===== src/rtl/fifo_pkg.sv =====
// fifo_pkg: shared constants and helpers for the parametrised FIFO family
package fifo_pkg;
    localparam int DEF_WIDTH = 8;
    localparam int DEF_DEPTH = 16;

    function automatic int clog2(input int n);
        int r;
        r = 0;
        for (int i = 0; i < 31; i++)
            if ((1 << i) < n) r = i + 1;
        return r;
    endfunction

    localparam int DEF_PTR_W = clog2(DEF_DEPTH);
    localparam int DEF_CNT_W = DEF_PTR_W + 1;
endpackage


===== src/rtl/fifo_ram.sv =====
// fifo_ram: DEPTH x WIDTH storage, synchronous write, asynchronous read
module fifo_ram
    import fifo_pkg::*;
#(
    parameter int WIDTH = DEF_WIDTH,
    parameter int DEPTH = DEF_DEPTH,
    parameter int AW    = clog2(DEPTH)
) (
    input  logic             clk,
    input  logic             we,
    input  logic [AW-1:0]    waddr,
    input  logic [WIDTH-1:0] wdata,
    input  logic [AW-1:0]    raddr,
    output logic [WIDTH-1:0] rdata
);
    logic [WIDTH-1:0] mem [DEPTH];

    // contents are intentionally not reset; occupancy tracking decides validity
    always_ff @(posedge clk)
        if (we) mem[waddr] <= wdata;

    assign rdata = mem[raddr];
endmodule


===== src/rtl/sync_fifo_param.sv =====
// sync_fifo_param: single-clock FIFO with thresholds, flush, sticky errors, optional FWFT
module sync_fifo_param
    import fifo_pkg::*;
#(
    parameter int WIDTH     = DEF_WIDTH,
    parameter int DEPTH     = DEF_DEPTH,
    parameter int AF_THRESH = 12,
    parameter int AE_THRESH = 2,
    parameter int FWFT      = 0
) (
    input  logic                    clk,
    input  logic                    rst,
    input  logic                    en,
    input  logic                    flush,
    input  logic                    wr_en,
    input  logic [WIDTH-1:0]        din,
    input  logic                    rd_en,
    output logic [WIDTH-1:0]        dout,
    output logic                    dout_valid,
    output logic                    full,
    output logic                    empty,
    output logic                    almost_full,
    output logic                    almost_empty,
    output logic [clog2(DEPTH):0]   count,
    output logic                    overflow,
    output logic                    underflow,
    input  logic                    clr_err
);
    localparam int PW = clog2(DEPTH);
    localparam int CW = PW + 1;

    logic [PW-1:0]    wr_ptr, rd_ptr;
    logic [WIDTH-1:0] ram_q, dout_q;
    logic             dout_valid_q;
    logic             push_ok, pop_ok;

    assign full         = count == CW'(DEPTH);
    assign empty        = count == '0;
    assign almost_full  = count >= CW'(AF_THRESH);
    assign almost_empty = count <= CW'(AE_THRESH);

    // both requests are judged against the pre-edge state, so a pop never frees room for a same-cycle push
    assign push_ok = en & wr_en & ~full & ~flush;
    assign pop_ok  = en & rd_en & ~empty & ~flush;

    assign dout       = FWFT != 0 ? ram_q : dout_q;
    assign dout_valid = FWFT != 0 ? ~empty : dout_valid_q;

    fifo_ram #(.WIDTH(WIDTH), .DEPTH(DEPTH), .AW(PW)) u_ram (
        .clk   (clk),
        .we    (push_ok),
        .waddr (wr_ptr),
        .wdata (din),
        .raddr (rd_ptr),
        .rdata (ram_q)
    );

    // pointers wrap modulo DEPTH; count nets out simultaneous push and pop
    always_ff @(posedge clk or negedge rst)
        if (!rst) begin
            wr_ptr <= '0;
            rd_ptr <= '0;
            count  <= '0;
        end else begin
            wr_ptr <= flush ? '0 : wr_ptr + PW'(push_ok);
            rd_ptr <= flush ? '0 : rd_ptr + PW'(pop_ok);
            count  <= flush ? '0 : count + CW'(push_ok) - CW'(pop_ok);
        end

    // registered read stage: dout holds the last popped word, valid pulses for one cycle
    always_ff @(posedge clk or negedge rst)
        if (!rst) begin
            dout_q       <= '0;
            dout_valid_q <= 1'b0;
        end else begin
            dout_valid_q <= pop_ok;
            if (pop_ok) dout_q <= ram_q;
        end

    // sticky error capture; a new error in the same cycle as clr_err keeps the flag set
    always_ff @(posedge clk or negedge rst)
        if (!rst) begin
            overflow  <= 1'b0;
            underflow <= 1'b0;
        end else begin
            overflow  <= (en & wr_en & full & ~flush) | (overflow & ~clr_err);
            underflow <= (en & rd_en & empty & ~flush) | (underflow & ~clr_err);
        end
endmodule

===== config.mk =====
export PLATFORM = sky130hd
export DESIGN_NAME = sync_fifo_param
export DESIGN_NICKNAME = d
export VERILOG_FILES = /design/src/rtl/fifo_pkg.sv /design/src/rtl/fifo_ram.sv /design/src/rtl/sync_fifo_param.sv
export SDC_FILE = /design/constraint.sdc
export NUM_CORES = 1
export LEC_CHECK = 0
export BUFFER_PORTS_ARGS = -buffer_cell sky130_fd_sc_hd__buf_4
export CAP_MARGIN = 40
export CELL_PAD_IN_SITES_DETAIL_PLACEMENT = 0
export CELL_PAD_IN_SITES_GLOBAL_PLACEMENT = 1
export CORE_MARGIN = 4
export CORE_UTILIZATION = 50
export DETAILED_ROUTE_END_ITERATION = 8
export PLACE_DENSITY_LB_ADDON = 0.1
export SLEW_MARGIN = 20
export SYNTH_ARGS = -nofsm -noshare
export SYNTH_HDL_FRONTEND = slang
export SYNTH_SLANG_ARGS = --single-unit

===== constraint.sdc =====
create_clock -name clk -period 2.9 [get_ports clk]
set_input_delay 0.29 -clock clk [delete_from_list [all_inputs] [get_ports clk]]
set_output_delay 0.29 -clock clk [all_outputs]
set_load 0.02 [all_outputs]

==> flow_summary.toml, run 1 <==
[die]
row_count = 40
die_h_um = 119.7
io_pins = 35
initial_core_util_pct = 51.53
die_area_mm2 = 0.01433
core_area_mm2 = 0.01211
die_width_um = 119.7

[placement]
place_hpwl_um = 7913
io_buffers = 34
gp_congestion = 0.7694
dpl_cell_area_mm2 = 0.006733

[sta]
setup_violations = 0
fin_tns_setup_ns = 0
finClkSkew_ns = 0.007768
worst_pin_slew_ns = 0.5660
slew_violations = 0
fin_hold_ws_ns = 0.07687
post-route-period-util_pct = 87.15
hold_viol = 0
period_minus_slack_ns = 2.527
max_slew_margin_pct = 62.27
fmax_mhz = 395.7
rsz0062_at_grt = "false"

[synth]
ys_top_cells_by_count = "edfxtp_1, mux4_2, nor2_1"
syn_area_mm2 = 0.006241
synth_fp_nets = 354
synth_cell_types = 35
synth_edf_count = 128
ys_top_cells_by_area = "edfxtp_1, mux4_2, dfrtp_1"
yosys.area.top_type_share_pct = 61.59
synthMostInstantiatedCell = "edfxtp_1"
dominantRegCellSynth = "edfxtp_1"
ys_seq_elements = 152
yosys.area.top_type = "edfxtp_1"
syn_area_per_cell_um2 = 19.20
async_reset_ff_share_pct = 15.79
seq_area_frac_synth_pct = 71.21
netlist_instances = 325
ys_warn_count = 0

[power_and_ir_drop]
power_frac_seq_pct = 45.8
ir_worst_vdd_mv = 0.4501
switching_share_pct = 25.08
power_density_mw_per_mm2 = 764.9
p_leak_nw = 2.536
p_comb_share_pct = 17.7
internal_power_mw = 4.178
pwr-share-clk_pct = 36.4
p_sw_mw = 1.398

[hold_path]
hold_depth = 2
worstHoldStart = "clr_err"
hold_path.class = "in -> reg"
hold-path-endpoint = "overflow"

[critical_path]
crit_path_end_kind = "flop"
reg2reg_depth = 13
cpPeakStageDelay_ns = 0.41
worstSetupStartpointType = "flop"
r2r-end = "count[4]"
cp.arrival_ns = 2.83
r2r-start = "count[2]"
cpMaxStageDelayCell = "dfrtp_1"
worst_ep_required_time_ns = 3.20
r2r_slack_ns = 0.37
crit_chain = "inv_1 > ha_1 > nand3_1 > inv_2 > nor2_2 > xor2_1 > ha_1 > inv_1 > fa_1 > o21bai_1 > a21oi_1 > xnor2_1 > nor2_1"
criticalPathCategory = "reg -> reg"
cp_max_fo = 5

[clocking]
numCtsBuffers = 17
cts_root_buffer = "clkbuf_16"
cts_sinks = 152
clk_latency_ns = 0.41
clock_path_buffers = 2
cts_tree = "built"
path_clk_slew_ns = 0.06
htreeDepth = 4

[run_status]
status = "finished clean"

[finish]
nNetsFinal = 412
nFillCells = 962
final_cell_area_mm2 = 0.007291
final_util_pct = 60.20
diodes = 0
drive_gt1_share_pct = 34.09
area_growth_pct = 16.82

[route]
drt_iter0_drc = 221
vias = 3046
wl_per_cell_um = 20.97
vias_per_cell = 5.401
postRouteAntennaNets = 0
drt_pass1_iterations = 4
drcViolationCount = 0
wirelength_um = 11830

[global_routing]
antenna_found_initial = 0
grtUsageTotal_pct = 17.90
grt_pass1_vias = 3219
grt_pass1_wl_um = 18530
grt-ovfl-total = 0
grt_max_degree = 35

[run]
maxCapViolCount = 0
[logic make-up after synthesis]
logic type | synth area share, %
AOI/OAI and AO/OA | 4.491
buffers and inverters | 2.787
adders and majority gates | 2.927
xor gates and xnor gates | 1.123
DFF | 71.21
muxes | 12.83
and+or+nand+nor | 4.631
[how the worst max path moves through the flow]
stage | startpoint | slack (ns) | depth (start not counted) | end
2_1_floorplan | count[2] | 0.15 | 15 | count[4]
3_3_place_gp | count[2] | 0.45 | 13 | count[4]
3_5_place_dp | count[2] | 0.40 | 13 | count[4]
4_1_cts | count[2] | 0.37 | 13 | count[4]
5_1_grt | count[2] | 0.15 | 13 | count[4]
6_report | count[2] | 0.37 | 13 | count[4]
[area by class of cell]
| class | count | area [µm²] | area share [%] |
|---|---|---|---|
| Sequential cell | 152 | 4446 | 60.97 |
| Clock buffer | 22 | 444.2 | 6.092 |
| Tap cell | 168 | 210.2 | 2.883 |
| Clock inverter | 10 | 103.9 | 1.424 |
| Multi-Input combinational cell | 145 | 1623 | 22.26 |
| Timing Repair Buffer | 56 | 422.9 | 5.801 |
| Inverter | 11 | 41.29 | 0.5663 |
[critical path: cells and delay by family (launching register included)]
family                     cells  cell delay [ns]
AOI/OAI and AO/OA              2             0.25
DFF                            1             0.41
xor gates and xnor gates       2             0.32
and+or+nand+nor                3             0.39
buffers and inverters          3             0.22
adders and majority gates      3             0.82
[cells in the final DEF, fill, tap and decap left out, drive strengths merged, types with 6 or more instances in the layout]
cell / n
o22ai: 10
mux2i: 8
dfrtp: 24
ha: 13
a221oi: 8
nor2b: 6
buf: 55
inv: 11
mux4: 32
edfxtp: 128
clkinv: 8
nor2: 32
clkbuf: 22
[state kept, by name (all words and copies together) (netlist names)]
signal and flops:
count 5, underflow 1, dout 8, rd_ptr 4
u_ram.mem 128, overflow 1, dout_valid 1, wr_ptr 4
[timing repair]
item / 4_1_cts / 5_1_grt
hold buffers: 1 / 0
resized for setup: 0 / 0
setup buffers: 0 / 0
hold endpoints to repair: 24 / 0
[routing by layer]
layer,wire [µm],track usage [%],vias to the layer above
met5,0,0,-
met4,153,6.013,0
met3,749,4.147,16
met2,5662,27.75,79
met1,5260,25.33,1554
li1,-,-,1397
[through the flow]
| stage | total power [mW] | setup WS (ns) | instances |
|---|---|---|---|
| global placement | 3.599 | 0.4478 | 531 |
| detailed placement | 3.600 | 0.4035 | 531 |
| CTS | 5.638 | 0.3692 | 564 |
| floorplan | 3.248 | 0.1452 | 325 |
| global route | 5.840 | 0.1509 | 564 |
| finish | 5.577 | 0.3727 | 564 |
[power by group through the flow]
stage / clock (mW) / combinational (mW) / sequential [mW]
2_1_floorplan: 0 / 0.570 / 2.68
3_3_place_gp: 0 / 0.997 / 2.60
3_5_place_dp: 0 / 0.996 / 2.60
4_1_cts: 2.07 / 1.00 / 2.56
5_1_grt: 2.19 / 1.08 / 2.57
6_report: 2.03 / 0.989 / 2.56
Power figures use the tool's default switching activity.
==> run 2: changes to the inputs <==
PLACE_DENSITY = 0.82   (was default)
PLACE_DENSITY_LB_ADDON = default   (was 0.1)
==> run 2 against run 1 <==
First-iteration DRC count grew 4.5%. Cell area rose by 1.8%. Global-route usage hardly changed. Sequential power about the same. Core utilization up 1.1 points. Total power up 8.8%. Via count grew 0.56%. Cell count fell by 0.35%. Sequential share of layout area fell by 1.1 points. Critical path depth unchanged. Setup slack lost 0.0025 ns. Critical path type unchanged.
==> flow_summary.toml, run 2 (synthesis results as in run 1) <==
[run_status]
status = "finished clean"

[global_routing]
grt_pass1_vias = 3251
met2_usage_pct = 28.88
grt_max_degree = 35
grt_pass1_wl_um = 18760
grtUsageTotal_pct = 17.93
grt_most_used_layer = "met2"
antenna_found_initial = 0
globalRouteMet1Util_pct = 23.95
grt-ovfl-total = 0
met3_usage_pct = 4.995

[placement]
dp_slack_ns = 0.3587
io_buffers = 34
gp_congestion = 0.7860
dp.cells = 529
place_hpwl_um = 7477

[finish]
largest_reg_flops = 128
final_util_pct = 61.29
area_growth_pct = 18.95
layout_commonest_cell = "edfxtp_1"
fin_cells = 562
max_flop_register = "u_ram.mem"
diodes = 0
drive_gt1_share_pct = 35.28
layout_common_cells = "edfxtp_1, buf_4, mux4_2, nor2_1, dfrtp_1"
nNetsFinal = 410

[critical_path]
criticalPathCategory = "reg -> reg"
worst_ep_required_time_ns = 3.20
worstSetupStartpointType = "flop"
cpPeakStageDelay_ns = 0.41
r2r-start = "count[2]"
crit_chain = "inv_1 > ha_1 > nand3_1 > inv_2 > nor2_2 > xor2_1 > ha_1 > inv_1 > fa_1 > o21bai_1 > a21oi_1 > xnor2_1 > nor2_1"
crit_path_end_kind = "flop"
cp.arrival_ns = 2.83
cp_max_fo = 5
cpMaxStageDelayCell = "dfrtp_1"
crit_start = "count[2]"

[hold_path]
worstHoldStart = "clr_err"
hold_path.class = "in -> reg"

[sta]
hold_viol = 0
fin_tns_setup_ns = 0
worst_slack_ns = 0.3702
fmax_mhz = 395.3
post-route-period-util_pct = 87.23
setup_violations = 0
finClkSkew_ns = 0.004561
slew_violations = 0
worst_pin_slew_ns = 0.6073
period_minus_slack_ns = 2.530
max_slew_margin_pct = 59.51
rsz0062_at_grt = "false"

[route]
drt_iter0_drc = 231
vias_per_cell = 5.450
wirelength_um = 11890
drt_pass1_iterations = 4
wl_per_cell_um = 21.15
drcViolationCount = 0
vias = 3063
postRouteAntennaNets = 0

[power_and_ir_drop]
ir_worst_vdd_mv = 0.3997
p_leak_nw = 2.590
power_density_mw_per_mm2 = 817.4
p_total_mw = 6.068

[clocking]
clk_latency_ns = 0.41
cts_root_buffer = "clkbuf_16"
cts_resized = 0
htreeDepth = 4
cts_setup_buffers = 0
clock_path_buffers = 2
path_clk_slew_ns = 0.06
cts_sinks = 152
cts_tree = "built"
hold_buffers = 1
numCtsBuffers = 17

[die]
row_count = 40
die_h_um = 119.7
io_pins = 35
initial_core_util_pct = 51.53
die_width_um = 119.7
die_area_mm2 = 0.01433
core_area_mm2 = 0.01211

[run]
maxCapViolCount = 0
==> run 2: cell count changes in the layout (fill, tap and decap cells not counted), sizes merged <==
cell      change
clkinvlp      +1
clkinv        -3
buf           -2
clkbuf        -3
bufinv        +5
==> run 2: worst max-delay path: cells and delay by family, from the launching register on <==
kind | cells | cell delay (ns)
adder cells (fa/ha/maj) | 3 | 0.81
flip-flops | 1 | 0.41
AND/OR/NAND/NOR | 3 | 0.40
XOR/XNOR | 2 | 0.32
AO/OA/AOI/OAI | 2 | 0.25
buffers and inverters | 3 | 0.22
==> run 2: cell type report <==
type / count / area, µm²
clock buffer: 19 / 432.9
sequential: 152 / 4446
multi-input combinational: 145 / 1623
timing repair buffer: 54 / 420.4
inverter: 11 / 41.29
fill: 887 / 4688
clock inverter: 13 / 250.2
tap: 168 / 210.2
==> run 2: worst paths after layout <==
path / end / cells past startpoint / slack (ns)
setup reg to reg: count[4] / 13 / 0.37
hold / removal: overflow / 2 / 0.07
max in group asynchronous: rd_ptr[0] / 2 / 2.31
setup / recovery: count[4] / 13 / 0.37
min in group asynchronous: count[2] / 2 / 0.33
hold reg to reg: underflow / 2 / 0.54
==> run 2: per-layer routing <==
layer | part of all wire, % | routed length, µm
met1 | 42 | 4991
met2 | 49 | 5864
met3 | 7.7 | 917
met4 | 0.93 | 110
met5 | 0 | 0
==> run 2: report_power, final <==
group          leakage (nW)  internal (mW)  switching (mW)
clock network         0.331           1.70           0.813
registers              1.46           2.47          0.0889
logic                 0.802          0.456           0.544
==> run 2: per-stage QoR <==
stage / hold WS, ns / cell area [µm²]
finish: 0.07206 / 7423
global placement: 0.2113 / 6730
CTS: 0.05911 / 7423
floorplan: -0.005591 / 6241
global route: 0.06264 / 7423
detailed placement: 0.2148 / 6730
